$ cat src/rtl/mem_stage_lsu.sv
// MEM-stage load/store unit: one outstanding data-bus access at a time.
// Formats store byte lanes and strobes on the way out.
// Aligns and sign- or zero-extends load data on the way back.
// Holds the upstream pipeline with stall while an access is in flight.
module mem_stage_lsu #(
  parameter int TIMEOUT_CYCLES = 64
) (
  input  logic        clk,
  input  logic        reset_n,
  input  logic        in_valid,
  input  logic        in_load,
  input  logic        in_store,
  input  logic [2:0]  in_funct3,
  input  logic [31:0] in_addr,
  input  logic [31:0] in_wdata,
  input  logic        flush,
  output logic        stall,
  output logic        out_valid,
  output logic [31:0] load_data,
  output logic        misalign,
  output logic        bus_err,
  output logic        dbus_req,
  output logic        dbus_we,
  output logic [31:0] dbus_addr,
  output logic [31:0] dbus_wdata,
  output logic [3:0]  dbus_wstrb,
  input  logic        dbus_ack,
  input  logic [31:0] dbus_rdata
);

  localparam int CW = (TIMEOUT_CYCLES > 1) ? $clog2(TIMEOUT_CYCLES) : 1;

  typedef enum logic [1:0] {IDLE, REQ, RESP} state_t;
  typedef enum logic [1:0] {SZ_B, SZ_H, SZ_W} size_t;

  // Everything the bus needs, latched once at issue so dbus_* stay stable.
  typedef struct packed {
    logic        we;
    logic [31:0] addr;
    logic [31:0] wdata;
    logic [3:0]  wstrb;
    logic [2:0]  funct3;
  } lsu_req_t;

  state_t        state;
  lsu_req_t      req_q;
  logic [CW-1:0] cnt;
  logic          kill_q;

  size_t         sz;
  logic          is_mem, mis, start;
  logic [31:0]   wd_n;
  logic [3:0]    ws_n;
  logic [31:0]   shifted, fmt;

  assign is_mem = in_load | in_store;

  // Access size; BU/HU map onto B/H, the unused encodings fall back to word.
  always_comb begin
    sz = SZ_W;
    case (in_funct3)
      3'b000, 3'b100: sz = SZ_B;
      3'b001, 3'b101: sz = SZ_H;
      default:        sz = SZ_W;
    endcase
  end

  assign mis   = ((sz == SZ_H) && in_addr[0]) || ((sz == SZ_W) && (in_addr[1:0] != 2'b00));
  assign start = (state == IDLE) && in_valid && is_mem && !mis && !flush;

  // Store lane replication and byte strobes for the addressed lanes.
  always_comb begin
    wd_n = in_wdata;
    ws_n = 4'b1111;
    case (sz)
      SZ_B: begin
        wd_n = {4{in_wdata[7:0]}};
        ws_n = 4'b0001 << in_addr[1:0];
      end
      SZ_H: begin
        wd_n = {2{in_wdata[15:0]}};
        ws_n = 4'b0011 << in_addr[1:0];
      end
      default: begin
        wd_n = in_wdata;
        ws_n = 4'b1111;
      end
    endcase
  end

  // Right-align the addressed bytes of the read word, then extend.
  assign shifted = dbus_rdata >> {req_q.addr[1:0], 3'b000};

  always_comb begin
    fmt = shifted;
    case (req_q.funct3)
      3'b000:  fmt = {{24{shifted[7]}}, shifted[7:0]};
      3'b001:  fmt = {{16{shifted[15]}}, shifted[15:0]};
      3'b100:  fmt = {24'h0, shifted[7:0]};
      3'b101:  fmt = {16'h0, shifted[15:0]};
      default: fmt = shifted;
    endcase
  end

  // Pipeline handshake. Non-memory and misaligned ops pass straight through in IDLE.
  always_comb begin
    stall     = start || (state == REQ);
    out_valid = 1'b0;
    misalign  = 1'b0;
    case (state)
      IDLE: begin
        misalign  = in_valid && is_mem && mis && !flush;
        out_valid = in_valid && !flush && (!is_mem || mis);
      end
      RESP:    out_valid = !kill_q && !flush;
      default: out_valid = 1'b0;
    endcase
  end

  assign dbus_we    = req_q.we;
  assign dbus_addr  = {req_q.addr[31:2], 2'b00};
  assign dbus_wdata = req_q.wdata;
  assign dbus_wstrb = req_q.wstrb;

  // Access FSM. The result stays in RESP for exactly one cycle, then everything clears.
  always_ff @(posedge clk or negedge reset_n) begin
    if (!reset_n) begin
      state     <= IDLE;
      cnt       <= '0;
      req_q     <= '0;
      dbus_req  <= 1'b0;
      load_data <= 32'h0;
      bus_err   <= 1'b0;
      kill_q    <= 1'b0;
    end else begin
      case (state)
        IDLE: begin
          if (start) begin
            req_q.we     <= in_store;
            req_q.addr   <= in_addr;
            req_q.wdata  <= in_store ? wd_n : 32'h0;
            req_q.wstrb  <= in_store ? ws_n : 4'b0000;
            req_q.funct3 <= in_funct3;
            dbus_req     <= 1'b1;
            cnt          <= '0;
            state        <= REQ;
          end
        end
        REQ: begin
          // A flushed access still completes on the bus; only its result is dropped.
          if (flush) kill_q <= 1'b1;
          if (dbus_ack) begin
            dbus_req <= 1'b0;
            cnt      <= '0;
            if (!req_q.we) load_data <= fmt;
            state    <= RESP;
          end else if (cnt == CW'(TIMEOUT_CYCLES - 1)) begin
            dbus_req <= 1'b0;
            bus_err  <= 1'b1;
            cnt      <= '0;
            state    <= RESP;
          end else begin
            cnt <= cnt + CW'(1);
          end
        end
        RESP: begin
          state     <= IDLE;
          load_data <= 32'h0;
          bus_err   <= 1'b0;
          kill_q    <= 1'b0;
        end
        default: state <= IDLE;
      endcase
    end
  end

endmodule
$ cat config.mk
export PLATFORM = sky130hd
export DESIGN_NAME = mem_stage_lsu
export DESIGN_NICKNAME = d
export VERILOG_FILES = /design/src/rtl/mem_stage_lsu.sv
export SDC_FILE = /design/constraint.sdc
export NUM_CORES = 1
export LEC_CHECK = 0
export BUFFER_PORTS_ARGS = -buffer_cell sky130_fd_sc_hd__buf_2
export CORE_ASPECT_RATIO = 0.6
export CORE_MARGIN = 5
export CORE_UTILIZATION = 50
export DETAILED_ROUTE_END_ITERATION = 10
export PLACE_DENSITY = 0.8
export SYNTH_ARGS = -nofsm -noshare
export SYNTH_HDL_FRONTEND = slang
export SYNTH_SLANG_ARGS = --single-unit
$ cat constraint.sdc
create_clock -name clk -period 5.53 [get_ports clk]
set_clock_uncertainty 0.1 [all_clocks]
set_input_delay 0.553 -clock clk [delete_from_list [all_inputs] [get_ports clk]]
set_output_delay 0.553 -clock clk [all_outputs]
set_load 0.01 [all_outputs]
==> results of run 1 <==
==> area by class of cell <==
type / instances / area (um^2)
tap: 165 / 206.4
sequential: 115 / 2878
multi-input combinational: 435 / 2459
fill: 1034 / 4646
clock inverter: 13 / 209.0
clock buffer: 19 / 432.9
inverter: 6 / 22.52
timing repair buffer: 215 / 1094
==> logic make-up after synthesis <==
group	synth area share, %
AO/OA/AOI/OAI	9.998
adder cells (fa/ha/maj)	1.037
buffers and inverters	11.68
flip-flops	47.71
multiplexers	9.189
other	0.06217
AND/OR/NAND/NOR	20.33
==> critical path, stage by stage (launching register included) <==
cell       delay [ns]
dfrtp_1          0.38
inv_1            0.12
ha_1             0.36
nand4bb_1        0.71
nor3b_2          0.75
nor2b_1          0.55
a221o_1          0.25
==> stage by stage <==
step	total power, mW	hold WS (ns)	setup WS (ns)
final	3.898	0.04223	2.229
after global routing	4.146	0.08731	1.935
after CTS	3.921	0.05960	2.248
after detailed placement	2.717	0.3541	2.241
after global placement	2.679	0.3477	2.453
after floorplan	2.463	0.1574	3.046
==> cells in the final DEF, fill, tap and decap left out, drive strengths merged, types with 2 or more instances in the layout <==
cell and instances:
buf 215, nand2 207, dfrtp 115, o21ai 38, nand3 35, mux2i 25, mux2 25, a21oi 22
clkbuf 19, a221o 16, nor2 12, nand3b 8, inv 6, ha 5, bufinv 5, clkinv 5
nor2b 4, and3 3, nor3 3, clkinvlp 3, a32o 3, and3b 2, a22o 2, o211ai 2
a2111oi 2, a211o 2, o22ai 2, a21o 2, conb 2, or2 2, nor3b 2
==> final timing paths <==
| check | startpoint | to | slack, ns | cells after the start |
|---|---|---|---|---|
| setup / recovery | state[1] | load_data[28] | 2.23 | 6 |
| hold / removal | reset_n | load_data[24] | 0.04 | 1 |
| setup reg to reg | state[1] | load_data[28] | 2.23 | 6 |
| hold reg to reg | dbus_wdata[12] | dbus_wdata[12] | 0.37 | 2 |
| max in group asynchronous | reset_n | dbus_wdata[9] | 3.98 | 2 |
| min in group clk | in_addr[12] | dbus_addr[12] | 0.24 | 3 |
==> power groups by stage <==
stage / clock, mW / combinational [mW] / sequential, mW
2_1_floorplan: 0 / 1.10 / 1.36
3_3_place_gp: 0 / 1.31 / 1.37
3_5_place_dp: 0 / 1.34 / 1.38
4_1_cts: 1.20 / 1.35 / 1.37
5_1_grt: 1.24 / 1.49 / 1.42
6_report: 1.18 / 1.34 / 1.38
==> metal layers <==
metal / vias up / wire length [um]
met1: 2366 / 7322
met4: 0 / 116
met2: 239 / 7257
li1: 2421 / -
met5: - / 0
met3: 11 / 1541
==> flip-flops by register name, summed over array words and instances (netlist names), 2 cells and up <==
register    flops
dbus_wdata     32
load_data      32
dbus_addr      30
cnt             6
req_q           5
dbus_wstrb      4
state           2
==> out/qor.csv, run 1 <==
metric;value;unit
status;finished, final reports clean;
start_util;50.49;%
synthTopCellsByCount;207 x nand2_1, 115 x dfrtp_1, 68 x buf_4;
netSwitchingFraction;35.79;%
io_pins;212;
die_area;0.01443;mm^2
overflow;0;
htree_levels;4;
dieWidth;151.8;um
arrival;3.53;ns
yosysWarnings;0;
cts_tree;yes;
post_dp_cell_area;0.006659;mm^2
min_period_over_period;59.70;%
grt_util_met1;31.25;%
report.final.slew_viol_count;0;
clk_latency;0.40;ns
core;0.01195;mm^2
hold_class;primary input to asynchronous set/reset pin;
met3_usage;8.435;%
drc;0;
layoutNonFillerInstCount;968;
pwr-share-seq;35.3;%
criticalPathCategory;register to register;
post-synth-top-count-cell;nand2_1;
cp-end-kind;register;
cap_violations;0;
ctsResizeCount;0;
netlist_area;0.006032;mm^2
dp_hpwl;11840;um
relSlewSlack;34.96;%
async_flop_share;100.0;%
first_global_vias;4969;
switchingPower;1.395;mW
hold_viol_final;0;
synth_edf_count;0;
cts-root-buf;clkbuf_16;
hold_buffers;0;
dr.pass1.iters;4;
post_cts_buffers;0;
cp.required;5.76;ns
startpoint_type;register;
clkPwrFrac;30.4;%
grt_pass1_wl;26160;um
drt_wl_total;16240;um
worst-slew-pin-transition;0.9756;ns
drt_first_iter_violations;355;
syn_area_per_cell;9.084;um^2
vias;5037;
rsz0062_at_grt;false;
fin_tns_setup;0;ns
post_drt_wl_per_cell;16.77;um
fmax;0.3029;GHz
numCtsBuffers;17;
fin_nets;901;
antenna_cells;0;
antenna_found_initial;0;
setup_violations;0;
clock_sinks;115;
final_core_util;61.11;%
port_buffers;209;
p_comb_share;34.3;%
globalplace.congestion;0.8891;
ys_seq_elements;115;
crit_path_max_fanout;18;
synthFlopType;dfrtp_1;
yosys.area.top_type;dfrtp_1;
p_leak;4.003;nW
die_h;95.08;um
postLayoutCellArea;0.007301;mm^2
ir_drop;0.2456;mV
clk_pin_slew;0.06;ns
p_per_area;533.9;mW/mm^2
rows;31;
intPower;2.503;mW
clockBufferDepth;2;
met2_usage;34.71;%
synth.area.top_cells;dfrtp_1 48%, nand2_1 13%, buf_4 8.5%;
grt-busiest-layer;met2;
grt_max_degree;70;
synth_cell_types;46;
drtAntennaViolNets;0;
synth_top_area_share;47.71;%
ys_seq_area_share;47.71;%
syn2layout_area_growth;21.03;%
vias_per_cell;5.204;
netlist_instances;664;
min_period;3.301;ns
grt_use_total;22.72;%
dpl.cell_count;936;
layout-drive-gt1-share;32.50;%
Note: power is estimated with default switching activity, not from simulation.
==> run 2, diff against run 1 <==
- CORE_UTILIZATION: 50 -> 46
- PLACE_DENSITY: 0.8 -> 0.78
- clock period: 5.53 -> 2.7 ns (I/O delays scaled with it)
==> out/qor.csv, run 2 (same netlist as run 1, synthesis figures left out) <==
metric;value;unit
dieWidth;157.8;um
arrival;2.00;ns
start_util;46.93;%
vias_per_cell;5.147;
cts-root-buf;clkbuf_16;
worst-slew-pin-transition;0.8224;ns
max_stage_delay;0.39;ns
layout.cells.most_common;buf_2;
path_cells;inv_1, ha_1, and3b_1, nand4_1, nand2_1, buf_2;
vias;5234;
rows;32;
layoutNonFillerInstCount;1017;
drt_first_iter_violations;429;
min_period;2.374;ns
setup_violations;0;
clockBufferDepth;2;
crit_path_max_fanout;7;
post_cts_buffers;0;
post_drt_wl_per_cell;16.88;um
clock_sinks;115;
crit_slowest_cell;dfrtp_1;
die_area;0.01558;mm^2
dpl.cell_count;952;
hold_class;primary input to register;
cts_tree;yes;
drc;0;
cp.required;2.33;ns
clk_pin_slew;0.06;ns
status;finished, final reports clean;
hold_buffers;33;
cp-end-kind;primary output;
htree_levels;4;
wl_met2;7727;um
rsz0062_at_grt;false;
dr.pass1.iters;5;
io_pins;212;
cap_violations;0;
routed-wl-met3;1509;um
antenna_found_initial;0;
syn2layout_area_growth;28.48;%
antenna_cells;0;
overflow;0;
core;0.01285;mm^2
ctsResizeCount;0;
criticalPathCategory;register to primary output;
globalplace.congestion;0.8516;
grt_max_degree;49;
highest_layer;met4;
final_cell_mix;208 x buf_2, 207 x nand2_1, 115 x dfrtp_1;
min_period_over_period;87.94;%
port_buffers;209;
drtAntennaViolNets;0;
critPathTopFamily;simple AND/OR/NAND/NOR gates;
dp_hpwl;12160;um
numCtsBuffers;17;
die_h;98.70;um
n_fill_cell;1125;
drt_wl_total;17170;um
first_global_vias;5250;
report.final.slew_viol_count;0;
fin_tns_setup;0;ns
ir_drop;0.4269;mV
grt_use_total;22.00;%
worst-path-buf-inv;2;
grt_pass1_wl;27000;um
hold_viol_final;0;
startpoint_type;register;
p_leak;4.213;nW
p_per_area;1047;mW/mm^2
fmax;0.4212;GHz
fin_nets;945;
clk_latency;0.40;ns
layout-drive-gt1-share;32.23;%
relSlewSlack;44.97;%
met1Wirelength;7728;um
run 2: cell types whose count changed in the layout (fill, tap and decap cells not counted), moves of 2 or more:
cell and delta:
dlygate4sd3_1 +33, buf_12 +3, inv_6 +2, clkbuf_8 +2, clkinvlp_4 -2, buf_4 +8
run 2: worst paths after layout:
| kind | start | to | slack, ns | cells after the start |
|---|---|---|---|---|
| min reg2reg | dbus_wdata[31] | dbus_wdata[31] | 0.37 | 2 |
| max | state[0] | stall | 0.33 | 6 |
| max in group asynchronous | reset_n | dbus_wdata[6] | 1.45 | 3 |
| min | dbus_rdata[26] | load_data[26] | 0.03 | 2 |
| min in group asynchronous | reset_n | load_data[2] | 0.37 | 2 |
| max reg2reg | state[0] | state[0] | 0.41 | 6 |
run 2: final cells by class:
type                            count  area (um^2)  share of cell area (%)
Sequential cell                   115         2878                   37.13
Multi-Input combinational cell    435         2459                   31.72
Timing Repair Buffer              259         1544                   19.92
Clock buffer                       20        456.7                   5.893
Tap cell                          170        212.7                   2.745
Clock inverter                     12        177.7                   2.293
Inverter                            6        22.52                  0.2906
run 2: routing by layer:
metal	up-vias	global-route usage, %
met3	22	6.713
met2	222	34.32
met1	2483	29.90
met5	-	0
met4	0	6.081
li1	2507	-
run 2: through the flow:
step	total power, mW	setup WS [ns]	hold WS, ns	instance area, um^2	utilization [%]
5_1_grt	8.662	0.1351	0.02548	7750	60.30
6_report	8.117	0.3256	0.03150	7750	60.30
3_3_place_gp	5.615	0.5598	0.2635	6785	52.79
3_5_place_dp	5.696	0.4455	0.2597	6785	52.79
4_1_cts	8.174	0.3154	0.01195	7750	60.30
2_1_floorplan	5.044	0.4986	-0.1256	6036	-
run 2: power by group:
group | internal, mW | switching [mW]
registers | 2.40 | 0.404
logic | 1.22 | 1.70
clock network | 1.60 | 0.803
